<file path="src/rtl/displejs_if.sv">
// LCD-side bundle of the displejs driver: message select from the game FSM
// plus the HD44780 4-bit bus pins and the StrataFlash enable.
interface displejs_if;
  logic [1:0] game_state;
  logic       sf_e;
  logic       e;
  logic       rs;
  logic       rw;
  logic       d;
  logic       c;
  logic       b;
  logic       a;

  modport master (
    output game_state,
    input  sf_e, e, rs, rw, d, c, b, a
  );

  modport slave (
    input  game_state,
    output sf_e, e, rs, rw, d, c, b, a
  );
endinterface

</file>
<file path="src/rtl/displejs.sv">
// HD44780 4-bit write-only driver: power-up init, then a 16-char line-1 message
// selected by game_state, rewritten whenever game_state differs from what is shown.
module displejs #(
  parameter int CLK_FREQ_HZ = 50_000_000,
  parameter int E_PULSE_CYC = 12
) (
  input  logic        clk,
  input  logic        rst,
  displejs_if.slave   lcd
);

  // Cycles for a delay of t_ns nanoseconds, rounded up, never below one.
  function automatic longint cyc_of(input longint t_ns);
    longint c;
    c = (t_ns * longint'(CLK_FREQ_HZ) + 64'sd999_999_999) / 64'sd1_000_000_000;
    return (c < 64'sd1) ? 64'sd1 : c;
  endfunction

  localparam longint T_POWERUP = cyc_of(64'sd15_000_000);
  localparam longint T_4100US  = cyc_of(64'sd4_100_000);
  localparam longint T_CLEAR   = cyc_of(64'sd1_640_000);
  localparam longint T_100US   = cyc_of(64'sd100_000);
  localparam longint T_40US    = cyc_of(64'sd40_000);
  localparam longint T_1US     = cyc_of(64'sd1_000);

  localparam int CW    = $clog2(T_POWERUP + 64'sd1);
  localparam int PW    = $clog2(E_PULSE_CYC + 1);
  localparam int CNT_W = (CW > PW) ? CW : PW;

  localparam logic [CNT_W-1:0] W_POWERUP = CNT_W'(T_POWERUP);
  localparam logic [CNT_W-1:0] W_4100US  = CNT_W'(T_4100US);
  localparam logic [CNT_W-1:0] W_CLEAR   = CNT_W'(T_CLEAR);
  localparam logic [CNT_W-1:0] W_100US   = CNT_W'(T_100US);
  localparam logic [CNT_W-1:0] W_40US    = CNT_W'(T_40US);
  localparam logic [CNT_W-1:0] W_1US     = CNT_W'(T_1US);
  localparam logic [CNT_W-1:0] SETUP_LD  = CNT_W'(1);
  localparam logic [CNT_W-1:0] PULSE_LD  = CNT_W'(E_PULSE_CYC - 1);
  localparam logic [CNT_W-1:0] CNT_ONE   = CNT_W'(1);
  localparam logic [CNT_W-1:0] CNT_ZERO  = '0;

  localparam logic [127:0] MSG_START   = "PRESS START     ";
  localparam logic [127:0] MSG_GUESS   = "GUESS NUMBER    ";
  localparam logic [127:0] MSG_CORRECT = "CORRECT!        ";
  localparam logic [127:0] MSG_WRONG   = "WRONG!          ";

  typedef enum logic [2:0] {
    ST_POWERUP, ST_INIT, ST_CONFIG, ST_ADDR, ST_WRITE, ST_DONE
  } state_t;

  typedef enum logic [2:0] {
    X_IDLE, X_SETUP, X_PULSE, X_HOLD, X_WAIT
  } xfer_t;

  // Character idx (0 = leftmost) of message sel.
  function automatic logic [7:0] msg_char(input logic [1:0] sel, input logic [3:0] idx);
    logic [127:0] s;
    int           lsb;
    case (sel)
      2'd0:    s = MSG_START;
      2'd1:    s = MSG_GUESS;
      2'd2:    s = MSG_CORRECT;
      default: s = MSG_WRONG;
    endcase
    lsb = 8 * (15 - int'(idx));
    return s[lsb +: 8];
  endfunction

  state_t           state_r, state_s;
  logic [4:0]       step_r, step_s;
  logic [1:0]       msg_sel_r, msg_sel_s;
  xfer_t            xfer_r, xfer_s;
  logic [CNT_W-1:0] cnt_r, cnt_s;
  logic             e_r, e_s;
  logic             rs_r, rs_s;
  logic [3:0]       nib_r, nib_s;

  logic             start_s;
  logic             done_s;
  logic [3:0]       job_nib_s;
  logic             job_rs_s;
  logic [CNT_W-1:0] job_wait_s;
  logic             job_skip_s;
  logic             job_last_s;
  logic             is_byte_s;
  logic [7:0]       byte_s;
  logic [3:0]       raw_nib_s;
  logic [CNT_W-1:0] raw_wait_s;

  // Job table: what the transfer engine sends for the current state/step.
  // Bytes take two steps, high nibble on even steps.
  always_comb begin
    job_rs_s   = 1'b0;
    job_skip_s = 1'b0;
    job_last_s = 1'b0;
    is_byte_s  = 1'b0;
    byte_s     = 8'h00;
    raw_nib_s  = 4'h0;
    raw_wait_s = W_40US;
    case (state_r)
      ST_POWERUP: begin
        job_skip_s = 1'b1;
        raw_wait_s = W_POWERUP;
        job_last_s = 1'b1;
      end
      ST_INIT: begin
        job_last_s = (step_r == 5'd3);
        case (step_r[1:0])
          2'd0:    begin raw_nib_s = 4'h3; raw_wait_s = W_4100US; end
          2'd1:    begin raw_nib_s = 4'h3; raw_wait_s = W_100US;  end
          2'd2:    begin raw_nib_s = 4'h3; raw_wait_s = W_40US;   end
          default: begin raw_nib_s = 4'h2; raw_wait_s = W_40US;   end
        endcase
      end
      ST_CONFIG: begin
        is_byte_s  = 1'b1;
        job_last_s = (step_r == 5'd7);
        case (step_r[2:1])
          2'd0:    byte_s = 8'h28;
          2'd1:    byte_s = 8'h06;
          2'd2:    byte_s = 8'h0C;
          default: byte_s = 8'h01;
        endcase
      end
      ST_ADDR: begin
        is_byte_s  = 1'b1;
        job_last_s = (step_r == 5'd1);
        byte_s     = 8'h80;
      end
      ST_WRITE: begin
        is_byte_s  = 1'b1;
        job_rs_s   = 1'b1;
        job_last_s = (step_r == 5'd31);
        byte_s     = msg_char(msg_sel_r, step_r[4:1]);
      end
      default: begin
        job_last_s = 1'b0;
      end
    endcase
    if (is_byte_s) begin
      job_nib_s  = step_r[0] ? byte_s[3:0] : byte_s[7:4];
      job_wait_s = step_r[0] ? ((byte_s == 8'h01) ? W_CLEAR : W_40US) : W_1US;
    end else begin
      job_nib_s  = raw_nib_s;
      job_wait_s = raw_wait_s;
    end
  end

  // Sequencer next-state: advances one step per finished transfer.
  always_comb begin
    state_s   = state_r;
    step_s    = step_r;
    msg_sel_s = msg_sel_r;
    start_s   = (xfer_r == X_IDLE) && (state_r != ST_DONE);
    case (state_r)
      ST_DONE: begin
        if (lcd.game_state != msg_sel_r) begin
          state_s   = ST_ADDR;
          step_s    = 5'd0;
          msg_sel_s = lcd.game_state;
        end else begin
          state_s = ST_DONE;
        end
      end
      default: begin
        if (done_s && job_last_s) begin
          step_s = 5'd0;
          case (state_r)
            ST_POWERUP: state_s = ST_INIT;
            ST_INIT:    state_s = ST_CONFIG;
            ST_CONFIG:  begin state_s = ST_ADDR; msg_sel_s = lcd.game_state; end
            ST_ADDR:    state_s = ST_WRITE;
            default:    state_s = ST_DONE;
          endcase
        end else if (done_s) begin
          step_s = step_r + 5'd1;
        end else begin
          step_s = step_r;
        end
      end
    endcase
  end

  // Transfer engine: setup, e pulse, one hold cycle, then the post-write delay.
  always_comb begin
    xfer_s = xfer_r;
    cnt_s  = cnt_r;
    e_s    = e_r;
    rs_s   = rs_r;
    nib_s  = nib_r;
    done_s = 1'b0;
    case (xfer_r)
      X_IDLE: begin
        if (start_s && job_skip_s) begin
          xfer_s = X_WAIT;
          cnt_s  = job_wait_s - CNT_ONE;
        end else if (start_s) begin
          xfer_s = X_SETUP;
          cnt_s  = SETUP_LD;
          rs_s   = job_rs_s;
          nib_s  = job_nib_s;
        end else begin
          xfer_s = X_IDLE;
        end
      end
      X_SETUP: begin
        if (cnt_r == CNT_ZERO) begin
          xfer_s = X_PULSE;
          cnt_s  = PULSE_LD;
          e_s    = 1'b1;
        end else begin
          cnt_s = cnt_r - CNT_ONE;
        end
      end
      X_PULSE: begin
        if (cnt_r == CNT_ZERO) begin
          xfer_s = X_HOLD;
          e_s    = 1'b0;
        end else begin
          cnt_s = cnt_r - CNT_ONE;
        end
      end
      X_HOLD: begin
        xfer_s = X_WAIT;
        cnt_s  = job_wait_s - CNT_ONE;
        rs_s   = 1'b0;
        nib_s  = 4'h0;
      end
      X_WAIT: begin
        if (cnt_r == CNT_ZERO) begin
          xfer_s = X_IDLE;
          done_s = 1'b1;
        end else begin
          cnt_s = cnt_r - CNT_ONE;
        end
      end
      default: begin
        xfer_s = X_IDLE;
        cnt_s  = CNT_ZERO;
        e_s    = 1'b0;
        rs_s   = 1'b0;
        nib_s  = 4'h0;
      end
    endcase
  end

  // State and output registers.
  always_ff @(posedge clk) begin
    if (rst) begin
      state_r   <= ST_POWERUP;
      step_r    <= 5'd0;
      msg_sel_r <= 2'd0;
      xfer_r    <= X_IDLE;
      cnt_r     <= CNT_ZERO;
      e_r       <= 1'b0;
      rs_r      <= 1'b0;
      nib_r     <= 4'h0;
    end else begin
      state_r   <= state_s;
      step_r    <= step_s;
      msg_sel_r <= msg_sel_s;
      xfer_r    <= xfer_s;
      cnt_r     <= cnt_s;
      e_r       <= e_s;
      rs_r      <= rs_s;
      nib_r     <= nib_s;
    end
  end

  assign lcd.sf_e = 1'b1;
  assign lcd.rw   = 1'b0;
  assign lcd.e    = e_r;
  assign lcd.rs   = rs_r;
  assign lcd.d    = nib_r[3];
  assign lcd.c    = nib_r[2];
  assign lcd.b    = nib_r[1];
  assign lcd.a    = nib_r[0];

endmodule

</file>
<file path="src/flat_wrapper.sv">
// flat-port wrapper written by rule: the top's interface ports become plain ports
module displejs_flat 
#(
  parameter int CLK_FREQ_HZ = 50_000_000,
  parameter int E_PULSE_CYC = 12
)
  (clk, rst, lcd_game_state, lcd_sf_e, lcd_e, lcd_rs, lcd_rw, lcd_d, lcd_c, lcd_b, lcd_a);
  displejs_if lcd_i ();
  input  logic clk;
  input  logic rst;
  input wire logic [$bits(lcd_i.game_state)-1:0] lcd_game_state;
  output wire logic [$bits(lcd_i.sf_e)-1:0] lcd_sf_e;
  output wire logic [$bits(lcd_i.e)-1:0] lcd_e;
  output wire logic [$bits(lcd_i.rs)-1:0] lcd_rs;
  output wire logic [$bits(lcd_i.rw)-1:0] lcd_rw;
  output wire logic [$bits(lcd_i.d)-1:0] lcd_d;
  output wire logic [$bits(lcd_i.c)-1:0] lcd_c;
  output wire logic [$bits(lcd_i.b)-1:0] lcd_b;
  output wire logic [$bits(lcd_i.a)-1:0] lcd_a;
  assign lcd_i.game_state = lcd_game_state;
  assign lcd_sf_e = lcd_i.sf_e;
  assign lcd_e = lcd_i.e;
  assign lcd_rs = lcd_i.rs;
  assign lcd_rw = lcd_i.rw;
  assign lcd_d = lcd_i.d;
  assign lcd_c = lcd_i.c;
  assign lcd_b = lcd_i.b;
  assign lcd_a = lcd_i.a;
  displejs #(.CLK_FREQ_HZ(CLK_FREQ_HZ), .E_PULSE_CYC(E_PULSE_CYC)) u_core (.clk(clk), .rst(rst), .lcd(lcd_i));
endmodule
</file>
<file path="config.mk">
export PLATFORM = sky130hd
export DESIGN_NAME = displejs_flat
export DESIGN_NICKNAME = d
export VERILOG_FILES = /design/src/rtl/displejs_if.sv /design/src/rtl/displejs.sv /design/src/flat_wrapper.sv
export SDC_FILE = /design/constraint.sdc
export NUM_CORES = 1
export LEC_CHECK = 0
export ABC_AREA = 0
export BUFFER_PORTS_ARGS = -buffer_cell sky130_fd_sc_hd__buf_4
export CORE_MARGIN = 5
export CORE_UTILIZATION = 30
export CTS_BUF_LIST = sky130_fd_sc_hd__clkbuf_8 sky130_fd_sc_hd__clkbuf_16
export DETAILED_ROUTE_END_ITERATION = 16
export PLACE_DENSITY = 0.49
export SLEW_MARGIN = 20
export SYNTH_ARGS = -nofsm -noshare
export SYNTH_HDL_FRONTEND = slang
export SYNTH_SLANG_ARGS = --single-unit
</file>
<file path="constraint.sdc">
create_clock -name clk -period 2.3 [get_ports clk]
set_input_delay 0.345 -clock clk [delete_from_list [all_inputs] [get_ports clk]]
set_output_delay 0.345 -clock clk [all_outputs]
set_load 0.01 [all_outputs]
</file>
==> impl_results.md <==
* Vias per inst at 5.51
* P&R area growth vs syn at 41.5%
* Worst setup startpoint: u_core.msg_sel_r[1]
* CTS buffer count at 5
* Max-Slew Margin vs Limit at 66.0%
* Synth Area in Compound Gates at 31.3%
* Post-synthesis cell count at 486
* Met1 Resource Use GR at 23.1%
* CP max stage delay at 0.39 ns
* Final Power at 1.78 mW
* DRT Wirelength at 11900 um
* Maxcap violations at 0
* Clock slew at reported path FFs at 0.06 ns
* Hold path startpoint: lcd_game_state[0]
* Placeable Area at 11400 um^2
* Hold path depth at 3
* Grt ovf at 0
* Final hold viol count at 0
* Sequential-to-total area share from yosys stat at 22.4%
* R2R setup slack at -0.05 ns
* Die Span Y at 118 um
* Syn Std Cell Area at 3480 um^2
* Setup ws final at -0.0459 ns
* Met2 Use GR at 26.2%
* Max Clock Freq at 426 MHz
* FF-to-FF Start: u_core.msg_sel_r[1]
* Hold path endpoint: u_core.msg_sel_r[0]
* Unique masters post-synth at 75
* Adder-cell area share of the yosys netlist at 7.87%
* Simple-gate share of the synthesized area at 28.7%
* Most frequent cells in the layout: buf_4 (116), nor2_1 (52), a21oi_1 (49)
* Commonest non-fill, non-tap cell in the layout: buf_4
* Status: complete, but fails checks
* Main synth FF type: dfxtp_1
* Area of the die at 13900 um^2
* HP Class: primary input to flop
* Yosys reg bits at 39
* Worst R2R End: u_core.cnt_r[8]
* Tcrit/Tclk final at 102%
* IO Pins at 12
* Peak supply drop at 0.236 mV
* Max clock buf depth at 2
* Routed WL per cell at 16.4 um
* Main combinational cell family by area after synthesis: compound AO/OA/AOI/OAI gates
* IO Port Bufs at 9
* Largest net degree at the start of global routing at 39
* Row count at 39
* Antenna Violating Nets Remaining at 0
* Worst skew pair latency at 0.29 ns
* WP buf/inv at 2
* Met3 usage at 2.35%
* Top Family by Delay on Critical Path: simple AND/OR/NAND/NOR gates
* Worst Max-Slew Pin Slew at 0.510 ns
* Mux cell area share after synthesis at 1.19%
* Clock Skew at 0.00726 ns
* Clock tree from TritonCTS: yes
* RSZ-0062 raised after global routing: yes
* Leakage power total at 1.94 nW
* Setup_tns at -0.181 ns
* First-pass GRT wire length at 19200 um
* Critical path peak fanout at 6
* GR peak layer: met2
* CP Capture Type: flop
* Starting Density at 30.5%
* CTS root buf: clkbuf_16
* # nets final at 610
* Net Count, Synth at 511
* Vias in the first global route at 3792
* Worst Path Required at 2.46 ns
* Routability congestion estimate at 0.935
* # DRC at 0
* EDFF count, synth at 0
* Chip Width at 118 um
* Failing checks: negative setup slack
* Worst R2R Path Depth at 10
* Detail Placement HPWL at 8690 um
* Post-place instance area at 4390 um^2
* Htree depth at 2
* Setup crit start kind: flop
* GRT Util Overall at 16.3%
* Final setup violation count at 5
* Clock sinks at 39
* Ratio of cells with drive above 1 in the final layout at 34.1%
* XOR/XNOR Fraction of Synth Area at 2.26%
* Initial antenna violation count at 0
* Final min period at 2.35 ns
* Mean Syn Cell Area at 7.17 um^2
* Ys async rst share at 0%
* Worst path arrival time at 2.50 ns
* Pins Over Slew Limit at 0
* Via count of the routed design at 4015
* Final instance area at 4930 um^2
* DRT Pass-1 Iters at 5
* Slowest cell on the critical path: nor4_2
* Synth warn at 0
* Ant diodes at 0
* Worst Path Class, Setup: flop to flop
* Fin util at 43.2%
* DR iter-0 viols at 304
* PwrDens at 362 nW/um^2
* CP cell instances: buf_4 > ha_4 > and3b_1 > nor4_2 > o31ai_4 > nor4_2 > nand3_2 > buf_6 > o211ai_1 > a211oi_1
* Cell mode on critical path: nor4_2
==> area by class of cell <==
cell class,count,area [um^2]
multi-input cells,399,2750
flip-flops and latches,39,795
well taps,143,179
inverters,14,63.8
repair buffers,126,1000
clock buffers,5,125
clock inverters,3,15.0
fillers,1183,6490
==> report_power, final <==
group,internal (mW),switching [mW],leakage [nW]
registers,0.700,0.0292,0.323
logic,0.156,0.191,1.54
clock network,0.398,0.310,0.0753
total,1.25,0.530,1.94
==> per-layer routing <==
layer	vias to the layer above	routed length, um
li1	1985	-
met1	1904	5660
met2	105	5650
met3	21	469
met4	0	163
met5	-	0
==> how the worst max path moves through the flow <==
stage,to,slack (ns),depth (start not counted)
CTS,u_core.cnt_r[4],0.0003,9
global placement,u_core.step_r[2],-0.12,8
detailed placement,u_core.state_r[0],-0.13,7
finish,u_core.cnt_r[8],-0.05,10
global route,u_core.cnt_r[8],-0.16,10
floorplan,u_core.cnt_r[14],0.004,9
==> synthesized netlist by cell type (8+ instances only) <==
| master | number | share of area [%] |
|---|---|---|
| nor2_1 | 55 | 5.9 |
| a21oi_1 | 54 | 7.8 |
| nand2_1 | 40 | 4.3 |
| dfxtp_1 | 39 | 22 |
| o21ai_0 | 35 | 5.0 |
| nor3_1 | 23 | 3.3 |
| ha_1 | 21 | 7.5 |
| clkbuf_1 | 20 | 2.2 |
| inv_1 | 12 | 1.3 |
| nand3_1 | 10 | 1.4 |
| buf_2 | 9 | 1.3 |
| nor4_1 | 9 | 1.6 |
| a31oi_1 | 8 | 1.4 |
| nand2b_1 | 8 | 1.4 |
| o211ai_1 | 8 | 1.7 |
==> worst register-to-register path, stage by stage, from the launching register on <==
cell      delay [ns]
dfxtp_4         0.37
buf_4           0.14
ha_4            0.18
and3b_1         0.19
nor4_2          0.39
o31ai_4         0.14
nor4_2          0.19
nand3_2         0.17
buf_6           0.17
o211ai_1        0.18
a211oi_1        0.09
==> cell families after synthesis <==
| family | Yosys count |
|---|---|
| flops | 39 |
| xor+xnor | 9 |
| buf+inv | 48 |
| other cells | 2 |
| compound gates | 166 |
| fa+ha+maj | 22 |
| simple gates | 196 |
| mux | 4 |
==> registers in the layout (all words and copies together) (netlist names) <==
register	flops
u_core.nib_r	4
u_core.state_r	3
u_core.lcd.rs	1
u_core.lcd.e	1
u_core.cnt_r	20
u_core.msg_sel_r	2
u_core.xfer_r	3
u_core.step_r	5
==> metrics by stage <==
step / instances / worst slack [ns] / hold WS [ns]
floorplan: 486 / 0.00362 / 0.458
global placement: 707 / -0.116 / 0.467
detailed placement: 707 / -0.133 / 0.474
CTS: 721 / 0.000289 / 0.316
global route: 729 / -0.158 / 0.331
finish: 729 / -0.0459 / 0.306
==> what timing repair did <==
item	in CTS	in global routing
gates resized for setup	25	51
buffers inserted	6	9
hold buffers	0	0
setup endpoints to repair	15	30
pin swaps	16	25
gates cloned	0	0
(Power assumes the default switching activity.)
